==> src/rtl/ccff_pkg.sv <==
// Shared types and constants for the configuration-chain bitstream loader.
package ccff_pkg;

  typedef enum logic [1:0] {
    IDLE,
    LOAD,
    SHIFT,
    DONE
  } ccff_state_t;

  // Value the shift register takes on reset and shifts in from the LSB side.
  localparam logic CCFF_SHREG_RST_BIT = 1'b0;

  function automatic int ccff_bits_per_word(input int word_w);
    return word_w;
  endfunction

endpackage

==> src/rtl/ccff_bitstream_loader_piso.sv <==
// Parallel-load, serial-out shift register; MSB leaves first on so.
module ccff_piso
  import ccff_pkg::*;
#(
  parameter int WORD_W = 8
) (
  input  logic              CK,
  input  logic              RST,
  input  logic              load,
  input  logic              shift,
  input  logic [WORD_W-1:0] din,
  output logic              so
);

  logic [WORD_W-1:0] shreg_q;
  logic [WORD_W-1:0] shreg_d;

  always_comb begin
    shreg_d = shreg_q;
    if (load) begin
      shreg_d = din;
    end else if (shift) begin
      shreg_d = {shreg_q[WORD_W-2:0], CCFF_SHREG_RST_BIT};
    end
  end

  always_ff @(posedge CK or posedge RST) begin
    if (RST) begin
      shreg_q <= {WORD_W{CCFF_SHREG_RST_BIT}};
    end else begin
      shreg_q <= shreg_d;
    end
  end

  assign so = shreg_q[WORD_W-1];

endmodule

==> src/rtl/ccff_bitstream_loader.sv <==
// Feeds a word-wide bitstream into the configuration chain head, one
// prog_en pulse per chain bit, and signals done after the last bit.
module ccff_bitstream_loader
  import ccff_pkg::*;
#(
  parameter int WORD_W    = 8,
  parameter int CHAIN_LEN = 64,
  parameter int CNT_W     = $clog2(CHAIN_LEN + 1)
) (
  input  logic              CK,
  input  logic              RST,
  input  logic              start,
  input  logic [WORD_W-1:0] din,
  input  logic              din_valid,
  output logic              din_ready,
  output logic              ccff_head,
  output logic              prog_en,
  output logic              busy,
  output logic              done
);

  localparam int                 IDX_W     = $clog2(WORD_W + 1);
  localparam logic [IDX_W-1:0]   WORD_BITS = IDX_W'(ccff_bits_per_word(WORD_W));
  localparam logic [CNT_W-1:0]   LEN_C     = CNT_W'(CHAIN_LEN);

  ccff_state_t      state_q, state_d;
  logic [CNT_W-1:0] bits_left_q, bits_left_d;
  logic [IDX_W-1:0] bit_idx_q, bit_idx_d;
  logic             head_q, head_d;
  logic             load, shift, so;

  ccff_piso #(
    .WORD_W (WORD_W)
  ) u_piso (
    .CK    (CK),
    .RST   (RST),
    .load  (load),
    .shift (shift),
    .din   (din),
    .so    (so)
  );

  always_comb begin
    state_d     = state_q;
    bits_left_d = bits_left_q;
    bit_idx_d   = bit_idx_q;
    head_d      = head_q;
    load        = 1'b0;
    shift       = 1'b0;
    case (state_q)
      IDLE: begin
        if (start) begin
          bits_left_d = LEN_C;
          state_d     = LOAD;
        end
      end
      LOAD: begin
        if (din_valid) begin
          load      = 1'b1;
          bit_idx_d = WORD_BITS;
          state_d   = SHIFT;
        end
      end
      SHIFT: begin
        shift       = 1'b1;
        head_d      = so;
        bits_left_d = bits_left_q - CNT_W'(1);
        bit_idx_d   = bit_idx_q - IDX_W'(1);
        // Chain completion wins over word exhaustion: drops the unused low bits of a partial word.
        if (bits_left_q == CNT_W'(1)) begin
          state_d = DONE;
        end else if (bit_idx_q == IDX_W'(1)) begin
          state_d = LOAD;
        end
      end
      DONE: begin
        state_d = IDLE;
      end
      default: begin
        state_d = IDLE;
      end
    endcase
  end

  always_ff @(posedge CK or posedge RST) begin
    if (RST) begin
      state_q     <= IDLE;
      bits_left_q <= '0;
      bit_idx_q   <= '0;
      head_q      <= 1'b0;
    end else begin
      state_q     <= state_d;
      bits_left_q <= bits_left_d;
      bit_idx_q   <= bit_idx_d;
      head_q      <= head_d;
    end
  end

  assign din_ready = (state_q == LOAD);
  assign prog_en   = (state_q == SHIFT);
  assign busy      = (state_q == LOAD) || (state_q == SHIFT);
  assign done      = (state_q == DONE);
  // head_q keeps the last shifted bit visible while the chain is not stepping.
  assign ccff_head = prog_en ? so : head_q;

endmodule

==> config.mk <==
export PLATFORM = sky130hd
export DESIGN_NAME = ccff_bitstream_loader
export DESIGN_NICKNAME = d
export VERILOG_FILES = /design/src/rtl/ccff_pkg.sv /design/src/rtl/ccff_bitstream_loader_piso.sv /design/src/rtl/ccff_bitstream_loader.sv
export SDC_FILE = /design/constraint.sdc
export NUM_CORES = 1
export LEC_CHECK = 0
export ABC_CLOCK_PERIOD_IN_PS = 2300
export CAP_MARGIN = 25
export CORE_MARGIN = 5
export CORE_UTILIZATION = 35
export CTS_CLUSTER_SIZE = 8
export DETAILED_ROUTE_END_ITERATION = 12
export HOLD_SLACK_MARGIN = 0.15
export SLEW_MARGIN = 20
export SYNTH_ARGS = -nofsm -noshare
export SYNTH_HDL_FRONTEND = slang
export SYNTH_SLANG_ARGS = --single-unit
==> constraint.sdc <==
create_clock -name CK -period 2.3 [get_ports CK]
set_input_delay 0.23 -clock CK [delete_from_list [all_inputs] [get_ports CK]]
set_output_delay 0.23 -clock CK [all_outputs]
set_load 0.005 [all_outputs]
### Word-level counts from Yosys, hierarchy flattened

Cells that the tools add are included.

| word-level totals | value |
|---|---|
| register bits | 22 |
| bits of input ports | 12 |

| operators by class | value |
|---|---|
| $add $sub $neg | 2 |
| mux-type cells | 15 |
| eq/ne operators | 8 |
| reduce and logical (&&, ||, !) cells | 8 |

Operator list:

| operator | count |
|---|---|
| 8-bit 2-to-1 mux | 2 |
| 7-bit one-hot mux with 2 select lines | 1 |
| 2-bit 2-to-1 mux | 4 |
| 2-bit one-hot mux with 4 select lines | 1 |
| 4-bit one-hot mux with 2 select lines | 1 |
| 7-bit by 1-bit equality test with 1-bit output, second input constant | 1 |
| 7-bit 2-to-1 mux | 1 |
| 7-bit by 1-bit subtractor with 7-bit output, second input constant | 1 |
| 2-bit nonzero test | 3 |
| 2-bit equality test, second input constant | 2 |
| 4-bit by 1-bit equality test with 1-bit output, second input constant | 1 |
| 1-bit 2-to-1 mux | 4 |
| 4-bit 2-to-1 mux | 1 |
| 2-bit inequality test, second input constant | 2 |
| 2-bit AND reduction | 2 |
| 4-bit by 1-bit subtractor with 4-bit output, second input constant | 1 |
| 3-bit by 1-bit inequality test with 1-bit output, second input constant | 1 |
| 3-bit AND reduction | 1 |
| 2-bit by 1-bit equality test with 1-bit output, second input constant | 1 |
| 2-bit zero test | 1 |
| 1-bit logical OR | 1 |

### Longest topological paths before layout

Gate-level depths: netlist of the first run.

| logic depth | value |
|---|---|
| word-level depth | 4 |
| mapped depth | 7 |
| mapped depth without buffers | 6 |

### Modules after synthesis

A second synthesis of the first run with hierarchy kept.

| unflattened totals | value |
|---|---|
| cell total of the unflattened synthesis | 123 |
| area total of the unflattened synthesis | 1232.4 um^2 |

By module, submodules not included:

| module | area an instance (um^2) | cells each | times used |
|---|---|---|---|
| ccff_bitstream_loader | 859.6 | 88 | 1 |
| ccff_piso | 372.9 | 35 | 1 |

### Least setup slack after synthesis of the first run

No wires, ideal clock.

| timing | value |
|---|---|
| path type | register to output |
| start point | register state_q[0] |
| end point | output ccff_head |
| path slack | 0.607 ns |
| path buffers | 2 |
| cell stages (with the launch flop) | 6 |
| data arrival time | 1.463 ns |
| cells stage by stage | dfrtp_1 inv_1 ha_1 buf_2 buf_2 mux2_2 |

| on the way | value |
|---|---|
| cells in the longest elaborated chain, start to end | 2 |

RTL lines:

| element | RTL line | text |
|---|---|---|
| start, declared | ccff_bitstream_loader.sv:26 | `ccff_state_t state_q, state_d;` |
| start signal, assigned | ccff_bitstream_loader.sv:92 | `state_q <= state_d;` |
| 2-bit equality test | ccff_bitstream_loader.sv:100 | `assign prog_en = (state_q == SHIFT);` |
| named net prog_en | ccff_bitstream_loader.sv:17 | `output logic prog_en,` |
| 1-bit 2-to-1 mux | -- |  |
| end, declared | ccff_bitstream_loader.sv:16 | `output logic ccff_head,` |

The timed path passes the listed nets, and every way through them passes these cells.

### Final worst setup path of the first run

| timing | value |
|---|---|
| start point | register state_q[0] |
| end point | output ccff_head |

| on the way | value |
|---|---|
| cells in the longest elaborated chain, start to end | 2 |

RTL lines:

| element | RTL line |
|---|---|
| 2-bit equality test | ccff_bitstream_loader.sv:100 |
| 1-bit 2-to-1 mux | -- |

Every way passes these cells.

==> results_tabular.tex, run 1 <==
\begin{tabular}{lr}
\hline
Metric & Value \\
\hline
\multicolumn{2}{l}{\textbf{Status}} \\
\quad Run status & finished, final reports clean \\
\multicolumn{2}{l}{\textbf{Setup path}} \\
\quad Worst setup path class & reg -> out \\
\quad Worst R2R Path Depth & 7 \\
\quad Crit path DAT & 1900 ps \\
\quad Type of destination of the critical path & primary output \\
\quad Worst-path maximum fanout & 5 \\
\quad Required time worst endpoint & 2070 ps \\
\quad Startpoint types & register \\
\multicolumn{2}{l}{\textbf{Timing}} \\
\quad Setup repair after global routing missed its margin & false \\
\quad Final setup violation count & 0 \\
\quad Share of the cycle needed by the critical path after routing & 0.928 \\
\quad Post-route worst setup slack & 166 ps \\
\quad Relative slew margins & 0.679 \\
\quad Clock Skews & 1.64 ps \\
\quad Final setup TNS & 0 ps \\
\quad Count of pins over their slew limit & 0 \\
\quad Actual transition at the worst max-transition pin & 481 ps \\
\quad FMAX & about 470 MHz \\
\quad Number of hold violations in the final report & 0 \\
\quad Min Clock Period, post-route & 2130 ps \\
\multicolumn{2}{l}{\textbf{Synthesis}} \\
\quad Post-synthesis average cell area & 9.93 sq um \\
\quad Number of different library cells in the post-synthesis netlist & 32 \\
\quad EDFF count, synth & 0 \\
\quad Async set or reset register ratio after synthesis & 1.00 \\
\quad Number of instances in the synthesized netlist & 124 \\
\quad Synthesized Nets & between 100 and 150 \\
\quad Flop and latch count out of synthesis & 22 \\
\quad Primary FF master, synth & dfrtp\_1 \\
\quad Post-synthesis cell area & $\sim$1200 sq um \\
\quad Portion of the post-synthesis area used by sequential elements & 0.447 \\
\quad Number of warnings issued by yosys & 0 \\
\multicolumn{2}{l}{\textbf{GRT}} \\
\quad All-Layer GR Usage & 0.110 \\
\quad Met3 track demand over resource in global routing & 0.0275 \\
\quad Layer with the highest usage after global routing & met2 \\
\quad Met1 global-route usage & 0.141 \\
\quad Number of antenna violations at the first check in global routing & 0 \\
\quad Number of global-route vias before repair & 935 \\
\quad Largest net degree at the start of global routing & 23 \\
\quad Met2 GRT Util & 0.178 \\
\quad Global-route congestion overflow total & 0 \\
\quad Wire length of the first global-routing pass & 4370 microns \\
\multicolumn{2}{l}{\textbf{Clock network}} \\
\quad Number of buffers created by CTS & 3 \\
\quad Clock tree from TritonCTS & built \\
\quad Post-CTS Setup Bufs & 0 \\
\quad CTS root buf & clkbuf\_4 \\
\quad Clock-pin slew on the worst setup and hold paths & 120 ps \\
\quad Number of H-tree levels & 1 \\
\quad Hold-fix buffers, CTS & 0 \\
\quad Largest buffer count on any clock path & 2 \\
\quad Number of gates resized after cts & 0 \\
\quad Sink count of the clock tree & 22 \\
\quad Insertion delay to the later sink of the worst-skew pair & 310 ps \\
\multicolumn{2}{l}{\textbf{Finish}} \\
\quad Layout-stage area growth over the synthesis result & 22.1\% \\
\quad Net count of the finished layout & 164 \\
\quad Count of antenna diodes in the layout & 0 \\
\quad Final Cell Area & 1500 sq um \\
\quad Fraction of layout cells with a size suffix above 1 & 0.106 \\
\multicolumn{2}{l}{\textbf{Placement}} \\
\quad Weighted congestion reported at the end of routability-driven placement & a little under 0.8 \\
\quad Count of input and output buffers & 16 \\
\quad Setup slack after placement & 464 ps \\
\quad DP Wirelength & between 1500 and 2000 microns \\
\quad Post-Place Cell Area & $\sim$1500 sq um \\
\multicolumn{2}{l}{\textbf{Pwr}} \\
\quad Leakage power of the design & 0.637 nW \\
\quad Power density of the placed cells & 1280 nW/um\^{}2 \\
\quad Total power & about 1.9 mW \\
\quad Largest voltage drop on the vdd net & 0.415 mV \\
\multicolumn{2}{l}{\textbf{Floorplan}} \\
\quad Total Die Area & 4800 sq um \\
\quad Vertical die dimension & about 70 microns \\
\quad Die boundary width & 69.3 microns \\
\quad CORE AREA & roughly 3400 sq um \\
\quad Num ports & 17 \\
\quad Starting utilization of the core area & 0.366 \\
\quad Number of rows in the core area & 21 \\
\multicolumn{2}{l}{\textbf{Job}} \\
\quad Number of violations of the max-capacitance limit & 0 \\
\multicolumn{2}{l}{\textbf{Drt}} \\
\quad Starting DRT DRC Count & 29 \\
\quad Number of iterations in the first detailed-routing pass & 2 \\
\quad Number of nets with antenna violations after detailed routing & 0 \\
\quad Drt total wl & 2330 microns \\
\quad Via-to-Cell Ratio & 4.77 \\
\quad Routed wire per std cell & 12.4 microns \\
\quad Total number of vias & 897 \\
\quad Post-detailed-route DRC marker count & 0 \\
\multicolumn{2}{l}{\textbf{Min path}} \\
\quad Kind of path behind the tightest hold check & in -> async \\
\hline
\end{tabular}
where the power goes:
group	internal, mW	switching (mW)
clock	0.176	0.120
combinational	0.486	0.461
sequential	0.549	0.125
stage by stage:
stage	util	instances	hold slack, ps
after global routing	0.447	188	264
after floorplan	-	124	219
after detailed placement	0.431	184	491
after CTS	0.447	188	238
after global placement	0.431	184	498
final	0.447	188	229
synth_stat cells, types with 2 or more instances:
cell type  instances  share of area
dfrtp_1           22           0.45
nand2_1           18          0.055
o21ai_0           17          0.069
ha_1               9          0.091
inv_1              9          0.027
mux2i_1            9          0.073
clkbuf_1           3         0.0091
mux2_2             3          0.027
nand3_1            3          0.012
nor2_1             3         0.0091
a21oi_1            2         0.0081
a22o_1             2          0.014
buf_2              2         0.0081
nand2b_1           2          0.010
nand3b_1           2          0.012
nor2b_1            2          0.010
flip-flops by register name, summed over array words and instances, names as in the netlist:
| signal | flops |
|---|---|
| bits_left_q | 7 |
| bit_idx_q | 4 |
| head_q | 1 |
| state_q | 2 |
| u_piso.shreg_q | 8 |
final timing paths:
check | startpoint | endpoint | slack (ps)
max | state_q[0]$_DFFE_PP0P_ | ccff_head | 170
min in group CK | din[1] | u_piso.shreg_q[1]$_DFFE_PP0P_ | 460
max in group asynchronous | RST | bits_left_q[1]$_DFFE_PP0P_ | 1860
max reg2reg | state_q[0]$_DFFE_PP0P_ | bits_left_q[5]$_DFFE_PP0P_ | 450
min reg2reg | head_q$_DFF_PP0_ | head_q$_DFF_PP0_ | 510
min | RST | u_piso.shreg_q[7]$_DFFE_PP0P_ | 230
cell families (layout without fill, tap and decap cells):
kind of cell | after synthesis | count (layout) | share of synthesized area
compound gates | 29 | 29 | 0.144
fa+ha+maj | 9 | 9 | 0.0915
buf+inv | 14 | 32 | 0.0447
flops | 22 | 22 | 0.447
mux | 13 | 13 | 0.119
simple gates | 37 | 37 | 0.153
worst max-delay path, cell delays in order, from the launching register on:
cell	delay, ps
dfrtp_1	450
inv_1	130
ha_1	210
mux2_2	360
clkdlybuf4s50_1	450
layout by cell type, fill, tap and decap left out, types with 2 or more instances in the layout:
cell type,instances
a21oi_1,2
a22o_1,2
buf_4,3
clkbuf_4,3
clkdlybuf4s50_1,16
dfrtp_1,22
ha_1,9
inv_1,9
mux2_2,3
mux2i_1,9
nand2_1,18
nand2b_1,2
nand3_1,3
nand3b_1,2
nor2_1,3
nor2b_1,2
o21ai_0,17
per-layer routing:
| metal | vias up | routed length [microns] |
|---|---|---|
| li1 | 466 | - |
| met1 | 411 | 1160 |
| met2 | 16 | 1060 |
| met3 | 4 | 88 |
| met4 | 0 | 24 |
| met5 | - | 0 |
area by class of cell:
| type | count | area (sq um) |
|---|---|---|
| Fill cell | 347 | 1860 |
| Multi-Input combinational cell | 88 | 626 |
| Sequential cell | 22 | 551 |
| Timing Repair Buffer | 19 | 183 |
| Tap cell | 46 | 57.6 |
| Inverter | 9 | 33.8 |
| Clock inverter | 1 | 30.0 |
| Clock buffer | 3 | 22.5 |
(Power assumes the default switching activity.)
==> run 2: changes to the inputs <==
Settings changed: CAP_MARGIN 25 to unset, MAX_ROUTING_LAYER set to met4.
==> results of run 2 <==
Same layout as run 1: the final DEF is identical, and so are final timing and power.
Among the figures that moved: final weighted congestion in routability-driven placement 0.774 -> 0.784; overall routing resource usage 0.110 -> 0.113
